## config.mk

```make
export PLATFORM = sky130hd
export DESIGN_NAME = bcd_serial_adder
export DESIGN_NICKNAME = d
export VERILOG_FILES = /design/src/rtl/bcd_pkg.sv /design/src/rtl/bcd_digit_add.sv /design/src/rtl/bcd_serial_adder.sv
export SDC_FILE = /design/constraint.sdc
export NUM_CORES = 1
export LEC_CHECK = 0
export CAP_MARGIN = 5
export CELL_PAD_IN_SITES_DETAIL_PLACEMENT = 0
export CELL_PAD_IN_SITES_GLOBAL_PLACEMENT = 1
export CORE_UTILIZATION = 40
export CTS_BUF_LIST = sky130_fd_sc_hd__clkbuf_4
export CTS_CLUSTER_DIAMETER = 40
export DETAILED_ROUTE_END_ITERATION = 10
export PLACE_DENSITY_LB_ADDON = 0.1
export SLEW_MARGIN = 30
export SYNTH_ARGS = -nofsm -noshare
export SYNTH_HDL_FRONTEND = slang
export SYNTH_HIERARCHICAL = 1
export SYNTH_SLANG_ARGS = --single-unit
```

## constraint.sdc

```tcl
create_clock -name clk -period 3.3 [get_ports clk]
set_input_delay 0.33 -clock clk [delete_from_list [all_inputs] [get_ports clk]]
set_output_delay 0.33 -clock clk [all_outputs]
set_load 0.03 [all_outputs]
```

## src/rtl/bcd_pkg.sv

```systemverilog
// Shared types and constants for the serial BCD adder.
// Holds the controller state encoding and the decimal digit limits.
package bcd_pkg;

    typedef enum logic [1:0] {
        ST_IDLE = 2'd0,
        ST_ADD  = 2'd1,
        ST_FIN  = 2'd2
    } state_e;

    localparam logic [3:0] BCD_MAX = 4'd9;
    localparam logic [3:0] BCD_ADJ = 4'd6;

    function automatic logic bcd_bad(input logic [3:0] d);
        return d > BCD_MAX;
    endfunction

endpackage

```

## src/rtl/bcd_digit_add.sv

```systemverilog
// Single-digit decimal adder with carry in/out.
// Binary sum above nine is corrected by adding six, keeping the low nibble.
module bcd_digit_add
    import bcd_pkg::*;
(
    input  logic [3:0] a,
    input  logic [3:0] b,
    input  logic       ci,
    output logic [3:0] s,
    output logic       co
);

    logic [4:0] bin;
    logic [4:0] adj;

    always_comb begin
        bin = {1'b0, a} + {1'b0, b} + {4'b0, ci};
        adj = bin + {1'b0, BCD_ADJ};
        if (bin > {1'b0, BCD_MAX}) begin
            s  = adj[3:0];
            co = 1'b1;
        end else begin
            s  = bin[3:0];
            co = 1'b0;
        end
    end

endmodule

```

## src/rtl/bcd_serial_adder.sv

```systemverilog
// Digit-serial packed-BCD adder: one digit pair per cycle, LSD first.
// Result digits enter the top of the sum register and settle after DIGITS cycles.
module bcd_serial_adder
    import bcd_pkg::*;
#(
    parameter int DIGITS = 4
) (
    input  logic                clk,
    input  logic                rst,
    input  logic                start,
    input  logic [4*DIGITS-1:0] a,
    input  logic [4*DIGITS-1:0] b,
    input  logic                cin,
    output logic                busy,
    output logic [4*DIGITS-1:0] sum,
    output logic                cout,
    output logic                done,
    output logic                err
);

    localparam int W  = 4 * DIGITS;
    localparam int IW = $clog2(DIGITS + 1);
    localparam logic [IW-1:0] LAST = IW'(DIGITS - 1);

    state_e        state_q, state_d;
    logic [W-1:0]  opa_q, opa_d;
    logic [W-1:0]  opb_q, opb_d;
    logic [W-1:0]  sum_q, sum_d;
    logic [IW-1:0] idx_q, idx_d;
    logic          carry_q, carry_d;
    logic          cout_q, cout_d;
    logic          err_q, err_d;

    logic [3:0]    dig_s;
    logic          dig_co;
    logic [W-1:0]  sum_shift;
    logic          last_dig;

    bcd_digit_add u_dig (
        .a  (opa_q[3:0]),
        .b  (opb_q[3:0]),
        .ci (carry_q),
        .s  (dig_s),
        .co (dig_co)
    );

    generate
        if (DIGITS == 1) begin : g_one
            assign sum_shift = dig_s;
        end else begin : g_many
            assign sum_shift = {dig_s, sum_q[W-1:4]};
        end
    endgenerate

    assign last_dig = (idx_q == LAST);

    always_ff @(posedge clk) begin
        if (rst) begin
            state_q <= ST_IDLE;
            opa_q   <= '0;
            opb_q   <= '0;
            sum_q   <= '0;
            idx_q   <= '0;
            carry_q <= 1'b0;
            cout_q  <= 1'b0;
            err_q   <= 1'b0;
        end else begin
            state_q <= state_d;
            opa_q   <= opa_d;
            opb_q   <= opb_d;
            sum_q   <= sum_d;
            idx_q   <= idx_d;
            carry_q <= carry_d;
            cout_q  <= cout_d;
            err_q   <= err_d;
        end
    end

    always_comb begin
        state_d = state_q;
        unique case (state_q)
            ST_IDLE: if (start) state_d = ST_ADD;
            ST_ADD:  if (last_dig) state_d = ST_FIN;
            ST_FIN:  state_d = ST_IDLE;
            default: state_d = ST_IDLE;
        endcase
    end

    // Operands shift right so the active digit pair is always in [3:0].
    always_comb begin
        opa_d   = opa_q;
        opb_d   = opb_q;
        sum_d   = sum_q;
        idx_d   = idx_q;
        carry_d = carry_q;
        cout_d  = cout_q;
        err_d   = err_q;
        unique case (state_q)
            ST_IDLE: begin
                if (start) begin
                    opa_d   = a;
                    opb_d   = b;
                    carry_d = cin;
                    idx_d   = '0;
                    sum_d   = '0;
                    cout_d  = 1'b0;
                    err_d   = 1'b0;
                end
            end
            ST_ADD: begin
                opa_d   = opa_q >> 4;
                opb_d   = opb_q >> 4;
                carry_d = dig_co;
                idx_d   = idx_q + IW'(1);
                sum_d   = sum_shift;
                err_d   = err_q | bcd_bad(opa_q[3:0])
                                | bcd_bad(opb_q[3:0]);
                if (last_dig) cout_d = dig_co;
            end
            default: ;
        endcase
    end

    always_comb begin
        busy = (state_q == ST_ADD);
        done = (state_q == ST_FIN);
        sum  = sum_q;
        cout = cout_q;
        err  = err_q;
    end

endmodule

```

---- Yosys cells after proc, flatten, opt, wreduce, memory -nomap -nowiden ----
Cells that the tools add are included.
operators by class
  eq/ne operators ......................... 5
  mux-type cells .......................... 19
  $add $sub $neg .......................... 4
  $lt $le $gt $ge ......................... 3
  reduce and logical (&&, ||, !) cells .... 5
  bitwise logic cells ..................... 2
operator list
  operator               count
  $pmux W16 S2           3
  $mux W16               3
  $gt A4 B4 Y1 const B   2
  $pmux W1 S2            3
  $pmux W3 S2            1
  $add A4 B4 Y5          1
  $add A5 B1 Y5          1
  $gt A5 B4 Y1 const B   1
  $add A4 B3 Y4 const B  1
  $mux W1                4
  $mux W2                2
  $mux W4                1
  $pmux W2 S2            1
  $reduce_and A2 Y1      2
  $add A3 B1 Y3 const B  1
  $eq A3 B2 Y1 const B   1
  $mux W3                1
  $reduce_and A3 Y1      1
  $eq A2 B1 Y1 const B   1
  $eq A2 B2 Y1 const B   1
  $logic_not A2 Y1       1
  $ne A2 B1 Y1 const B   1
  $ne A2 B2 Y1 const B   1
  $or A1 B1 Y1           2
  $reduce_bool A2 Y1     1
storage, ports and cells
  bits in registers ....................... 56

---- Logic depth before layout (Yosys ltp) ----
Gate-level depths: netlist of run 1.
  depth in word-level cells ............... 6
  depth in mapped cells ................... 9
  depth with buffers taken out ............ 9

---- Cells and area by module ----
The synthesis of run 1 kept the hierarchy.
by module, submodules not included
  module            cells an instance  area each (sq um)  sequential area each (sq um)  instances
  bcd_serial_adder  267                2488.6             1121.1                        1
  bcd_digit_add     22                 211.5              0.0                           1

---- Least setup slack after synthesis of run 1 ----
No wires, ideal clock.
  path kind ............................... register to register
  start point ............................. register opa_q[0]
  end point ............................... register sum_q[15] (netlist: sum[15])
  arrival time ............................ 2.418 ns
  required time ........................... 3.172 ns
  path buffers ............................ 0
  period minus slack after synthesis ...... 2.545 ns
  library setup time ...................... 0.128 ns
  path slack .............................. 0.755 ns
  stages on the path, launching flop included .. 10
  cell sequence ........................... dfxtp_1 > fa_1 > fa_1 > xnor2_1 > ha_1 > a31o_1 > a2111oi_0 > nor2b_1 > a22oi_1 > nor2_1
between the ends
  longest elaborated chain between the ends .. 5
  elaborated cells between the ends (all ways) .. 6
  those cells by class .................... add/sub: 3; order compare: 1; mux: 2
ends and longest elaborated chain
  item                                                  RTL line                                  source
  start, declared                                       bcd_serial_adder.sv:26                    logic [W-1:0] opa_q, opa_d;
  start signal, assigned                                bcd_serial_adder.sv:69                    opa_q <= opa_d;
  $add A4 B4 Y5 (*)                                     bcd_digit_add.sv:17                       bin = {1'b0, a} + {1'b0, b} + {4'b0, ci};
  $add A5 B1 Y5 (*)                                     bcd_digit_add.sv:17
  $add A4 B3 Y4 / $gt A5 B4 Y1 (equally long branches)  bcd_digit_add.sv:18, bcd_digit_add.sv:19
  $mux W4 (*)                                           bcd_digit_add.sv:19                       if (bin > {1'b0, BCD_MAX}) begin
  named net dig_s[3]                                    bcd_serial_adder.sv:34                    logic [3:0] dig_s;
  $pmux W16 S2 (*)                                      bcd_serial_adder.sv:98                    unique case (state_q)
  end signal, assigned                                  bcd_serial_adder.sv:71                    sum_q <= sum_d;
  end, declared                                         bcd_serial_adder.sv:28                    logic [W-1:0] sum_q, sum_d;
Mark *: on every way through the listed nets, which the timed path passes. The rest lies on a longest branch.
A chain may end at the register's enable or synchronous reset.

---- Worst setup path after layout of run 1 ----
Ends and elaborated chain as after synthesis.

==> results of run 1 <==
[worst paths after layout]
check / end / start / cells past startpoint
min: opa_q[15]$_SDFFE_PP0P_ / opa_q[15]$_SDFFE_PP0P_ / 2
min reg2reg: opa_q[15]$_SDFFE_PP0P_ / opa_q[15]$_SDFFE_PP0P_ / 2
max reg2reg: sum[15]$_SDFFE_PP0P_ / opa_q[0]$_SDFFE_PP0P_ / 9
max: sum[15]$_SDFFE_PP0P_ / opa_q[0]$_SDFFE_PP0P_ / 9
[placed cells by master, fill, tap and decap left out, types with 2 or more instances in the layout]
cell             Yosys  final
nor2_1              48     48
inv_1                6      6
a21oi_1             22     22
nor3_1               2      2
o211ai_1             2      2
clkbuf_4             0      5
a21oi_2             10     10
a211oi_1             4      4
nor2b_1              7      7
clkdlybuf4s50_1      0     54
nand2_1             32     32
ha_1                 6      6
mux2i_1              2      2
clkinv_2             0      2
fa_1                 2      2
buf_4                4      5
a22oi_1             20     20
xnor2_1              2      2
a311oi_1             2      2
a211oi_2            20     20
o22ai_1              6      6
dfxtp_1             56     56
[area by class of cell]
type / instances / area [um^2]
timing repair buffer: 60 / 583
inverter: 7 / 31.3
clock buffer: 5 / 37.5
sequential: 56 / 1120
fill: 652 / 3170
tap: 77 / 96.3
clock inverter: 3 / 13.8
multi-input combinational: 203 / 1370
[through the flow]
stage	setup slack (ns)	util	area [um^2]	std cells	total power, uW
floorplan	0.755	-	2700	289	1010
global placement	0.642	0.498	3200	403	1090
detailed placement	0.509	0.498	3200	403	1100
CTS	0.475	0.506	3250	411	1380
global route	0.181	0.506	3250	411	1450
finish	0.465	0.506	3250	411	1360
[registers in the layout, indices dropped and copies added, names as in the netlist]
name / cells
idx_q: 3
opb_q: 16
err: 1
cout: 1
carry_q: 1
opa_q: 16
state_q: 2
sum: 16
[metal layers]
metal,track usage,part of all wire,up-vias
met5,0,0,-
met4,0.0517,0.0055,0
met3,0.0334,0.042,2
met2,0.286,0.45,44
met1,0.240,0.50,966
li1,-,-,1105
[report_power, final]
part | internal (uW) | leakage (uW) | switching, uW
clock | 78.9 | 0.0000324 | 200
combinational | 151 | 0.000699 | 176
sequential | 718 | 0.000460 | 33.7
[critical path, stage by stage, from the launching register on]
cell and delay (ns):
dfxtp_1 0.36, fa_1 0.46, fa_1 0.41, xnor2_1 0.18
ha_1 0.24, a31o_1 0.23, a2111oi_0 0.51, nor2b_1 0.10
a22oi_1 0.18, nor2_1 0.05
[cell families after synthesis]
| family | count (synthesis) |
|---|---|
| XOR/XNOR | 2 |
| AND/OR/NAND/NOR | 95 |
| AO/OA/AOI/OAI | 96 |
| buffers and inverters | 30 |
| multiplexers | 2 |
| flip-flops | 56 |
| adder cells (fa/ha/maj) | 8 |
==> results.sh, run 1 <==
export IMPL_outcome="finished, violations left"
export IMPL_violations="DRC"
export IMPL_synth_adder_area_share=0.0426
export IMPL_synthXorXnorAreaFrac=0.00649
export IMPL_ys_top_cells_by_area="dfxtp_1 (42%), a211oi_2 (9.3%), nor2_1 (6.7%)"
export IMPL_wl_mm=5.85
export IMPL_vdd_ir_drop_worst_mv=0.236
export IMPL_antenna_found_initial=0
export IMPL_synth_top_family_by_area="compound AO/OA/AOI/OAI gates"
export IMPL_drt_pre_antenna_iters=7
export IMPL_finalSetupViolations=0
export IMPL_cts_tree="built"
export IMPL_holdWs_ns=0.491
export IMPL_dp_hpwl_mm=3.95
export IMPL_slew_headroom=0.510
export IMPL_cp_max_fo=3
export IMPL_root_buffer="clkbuf_4"
export IMPL_drc_errors=8
export IMPL_cts_buffers=5
export IMPL_tightest_slew_ns=0.735
export IMPL_synth_compound_area_frac=0.303
export IMPL_fmax_mhz=353
export IMPL_nNetsFinal=377
export IMPL_grt_ovfl_total=0
export IMPL_hold_path_class="flip-flop to flip-flop"
export IMPL_critPathLaunchType="flip-flop"
export IMPL_cts_sinks=56
export IMPL_num_antenna_cells=0
export IMPL_clockBufferDepth=2
export IMPL_cp_data_arrival_time_ns=3.09
export IMPL_vias=2117
export IMPL_die_w_um=84.2
export IMPL_cts_resized=0
export IMPL_rows=29
export IMPL_grt_pass1_wl_mm=10.1
export IMPL_ys_seq_elements=56
export IMPL_grt_total_usage=0.176
export IMPL_synth_simple_area_share=0.148
export IMPL_rsz0062_at_grt="false"
export IMPL_post_cts_setup_buffers=0
export IMPL_critPathKind="flip-flop to flip-flop"
export IMPL_slew_violations=0
export IMPL_min_period_over_period=0.859
export IMPL_synthMuxAreaShare=0.00741
export IMPL_wl_per_cell_um=14.2
export IMPL_hold_buffers=0
export IMPL_synthTopCellsByCount="dfxtp_1 (56), nor2_1 (48), nand2_1 (32)"
export IMPL_gp_congestion=0.726
export IMPL_h_tree_depth=2
export IMPL_synth_largest_area_cell="dfxtp_1"
export IMPL_synth_area_um2=2700
export IMPL_fp_coreArea_um2=6420
export IMPL_start_util=0.420
export IMPL_yosys_cell_types_count=41
export IMPL_die_h_um=84.2
export IMPL_skew_ns=0.00968
export IMPL_grt_pass1_vias=2064
export IMPL_ys_flop_type="dfxtp_1"
export IMPL_crit_required_ns=3.56
export IMPL_powerDensity_nw_per_um2=418
export IMPL_hold_viol=0
export IMPL_seq_area_frac_synth=0.415
export IMPL_final_setup_tns_ns=0
export IMPL_synth_top_area_share=0.415
export IMPL_num_io_pins=56
export IMPL_yosysMostFrequentCell="dfxtp_1"
export IMPL_end_kind="flip-flop"
export IMPL_grt_max_degree=45
export IMPL_ant_nets=0
export IMPL_async_flop_share=0
export IMPL_syn_area_per_cell_um2=9.34
export IMPL_drive_gt1_frac=0.153
export IMPL_io_buffers=55
export IMPL_clkSlewWorstSetupHoldPaths_ns=0.15
export IMPL_syn2layout_area_growth_pct=20.4
export IMPL_rrSetupSlack_ns=0.46
export IMPL_synthCells=289
export IMPL_min_period_ns=2.84
export IMPL_via_per_inst=5.15
export IMPL_p_leak_uw=0.00119
export IMPL_die_area_um2=7080
export IMPL_synth_nets=333
export IMPL_synth_enable_flop_cells=0
export IMPL_yosysWarnings=6
export IMPL_drtIter0Drc=96
export IMPL_clock_latency_ns=0.36
export IMPL_cap_violations=0
(Power assumes the default switching activity.)
==> run 2: changes to the inputs <==
--- a/config.mk
+++ b/config.mk
@@ -13,6 +13,7 @@
 export CTS_CLUSTER_DIAMETER = 40
 export DETAILED_ROUTE_END_ITERATION = 10
 export PLACE_DENSITY_LB_ADDON = 0.1
+export SKIP_CTS_REPAIR_TIMING = 1
 export SLEW_MARGIN = 30
 export SYNTH_ARGS = -nofsm -noshare
 export SYNTH_HDL_FRONTEND = slang
==> results of run 2 <==
The final DEF is identical to that of run 1; final timing and power are the same.
==> run 3: changes to the inputs <==
--- a/config.mk
+++ b/config.mk
@@ -13,6 +13,7 @@
 export CTS_CLUSTER_DIAMETER = 40
 export DETAILED_ROUTE_END_ITERATION = 10
 export PLACE_DENSITY_LB_ADDON = 0.1
+export REMOVE_ABC_BUFFERS = 1
 export SKIP_CTS_REPAIR_TIMING = 1
 export SLEW_MARGIN = 30
 export SYNTH_ARGS = -nofsm -noshare
==> run 3 against run 2 <==
  * The flow still finishes with violations (DRC)
  * Final area up 0.54%
  * Highest routed layer unchanged
  * Combinational power about the same
  * Wire length down 0.91%
  * Critical path depth unchanged
==> results.sh, run 3 (same netlist as run 1, synthesis figures left out) <==
export IMPL_grt_max_degree=45
export IMPL_num_io_pins=56
export IMPL_num_antenna_cells=0
export IMPL_crit_required_ns=3.57
export IMPL_root_buffer="clkbuf_4"
export IMPL_cts_sinks=56
export IMPL_hold_path_class="input port to flip-flop"
export IMPL_fmax_mhz=362
export IMPL_wl_per_cell_um=14.1
export IMPL_h_tree_depth=2
export IMPL_gp_congestion=0.772
export IMPL_drc_errors=8
export IMPL_stdcell_count=411
export IMPL_rows=29
export IMPL_end_kind="flip-flop"
export IMPL_io_buffers=55
export IMPL_violations="DRC"
export IMPL_die_area_um2=7080
export IMPL_finalSetupViolations=0
export IMPL_grt_total_usage=0.174
export IMPL_grt_ovfl_total=0
export IMPL_crit_top_cell="fa_1"
export IMPL_die_w_um=84.2
export IMPL_dp_hpwl_mm=3.86
export IMPL_syn2layout_area_growth_pct=21.1
export IMPL_critPathKind="flip-flop to flip-flop"
export IMPL_drive_gt1_frac=0.153
export IMPL_cp_data_arrival_time_ns=3.04
export IMPL_placed_cells=403
export IMPL_min_period_over_period=0.838
export IMPL_layout_commonest_cell="dfxtp_1"
export IMPL_rsz0062_at_grt="false"
export IMPL_vias=2152
export IMPL_cts_buffers=5
export IMPL_wl_mm=5.80
export IMPL_filler_cell_count=618
export IMPL_nNetsFinal=377
export IMPL_skew_ns=0.0132
export IMPL_start_util=0.420
export IMPL_hold_viol=0
export IMPL_die_h_um=84.2
export IMPL_clock_latency_ns=0.37
export IMPL_p_leak_uw=0.00120
export IMPL_slew_headroom=0.535
export IMPL_final_cell_mix="dfxtp_1 (56), clkdlybuf4s50_1 (54), nor2_1 (48), nand2_1 (32), a21oi_1 (22)"
export IMPL_ant_nets=0
export IMPL_grt_pass1_vias=2135
export IMPL_tightest_slew_ns=0.698
export IMPL_clockBufferDepth=2
export IMPL_cts_tree="built"
export IMPL_drtIter0Drc=62
export IMPL_final_setup_tns_ns=0
export IMPL_min_period_ns=2.77
export IMPL_antenna_found_initial=0
export IMPL_cpPeakStageDelay_ns=0.46
export IMPL_powerDensity_nw_per_um2=422
export IMPL_path_cells="fa_1 > fa_1 > xnor2_1 > ha_1 > a31o_1 > a2111oi_0 > nor2b_1 > a22oi_1 > nor2_1"
export IMPL_outcome="finished, violations left"
export IMPL_slew_violations=0
export IMPL_clkSlewWorstSetupHoldPaths_ns=0.15
export IMPL_vdd_ir_drop_worst_mv=0.201
export IMPL_grt_pass1_wl_mm=9.98
export IMPL_fp_coreArea_um2=6420
export IMPL_cp_max_fo=3
export IMPL_drt_pre_antenna_iters=7
export IMPL_cap_violations=0
export IMPL_via_per_inst=5.24
export IMPL_critPathLaunchType="flip-flop"
export IMPL_crit_slowest_cell="fa_1"
run 3: changes by cell type in the layout (fill, tap and decap cells not counted), sizes merged:
| cell | change |
|---|---|
| clkinv | -2 |
| clkbuf | +2 |
run 3: cell type report:
type                            count  area (um^2)  area share
Multi-Input combinational cell    203         1370       0.419
Sequential cell                    56         1120       0.343
Timing Repair Buffer               60          596       0.182
Tap cell                           77         96.3      0.0295
Clock buffer                        7         52.6      0.0161
Inverter                            7         31.3     0.00957
Clock inverter                      1         3.75     0.00115
run 3: path summary, 6_finish.rpt:
check	start	to	slack, ns	depth (start not counted)
worst min register to register	cout$_SDFFE_PP0P_	cout$_SDFFE_PP0P_	0.49	2
worst min-delay path	rst	sum[2]$_SDFFE_PP0P_	0.48	2
worst max register to register	opa_q[0]$_SDFFE_PP0P_	sum[15]$_SDFFE_PP0P_	0.53	9
worst max-delay path	opa_q[0]$_SDFFE_PP0P_	sum[15]$_SDFFE_PP0P_	0.53	9
run 3: metal layers:
layer | global-route usage | routed length (um) | up-vias
met5 | 0 | 0 | -
met4 | 0.0470 | 35 | 0
met3 | 0.0315 | 186 | 2
met2 | 0.291 | 2690 | 35
met1 | 0.233 | 2890 | 1006
li1 | - | - | 1109
run 3: where the power goes:
| group | switching [uW] | total (uW) | internal [uW] |
|---|---|---|---|
| combinational | 177 | 329 | 153 |
| sequential | 32.8 | 751 | 718 |
| clock | 202 | 301 | 99.1 |
| total | 411 | 1380 | 970 |
run 3: critical path: cells and delay by family, from the launching register on:
kind	cells	cell delay (ns)
fa+ha+maj	3	1.14
xor+xnor	1	0.18
compound gates	3	0.85
simple gates	2	0.15
flops	1	0.36
run 3: metrics by stage:
step	utilization	worst slack (ns)	total power, uW	hold slack, ns	instance area, um^2
final	0.509	0.534	1380	0.484	3270
after global placement	0.500	0.656	1090	0.467	3210
after detailed placement	0.500	0.561	1100	0.474	3210
after CTS	0.509	0.546	1400	0.477	3270
after floorplan	-	0.764	970	0.395	2520
after global routing	0.509	0.354	1460	0.484	3270
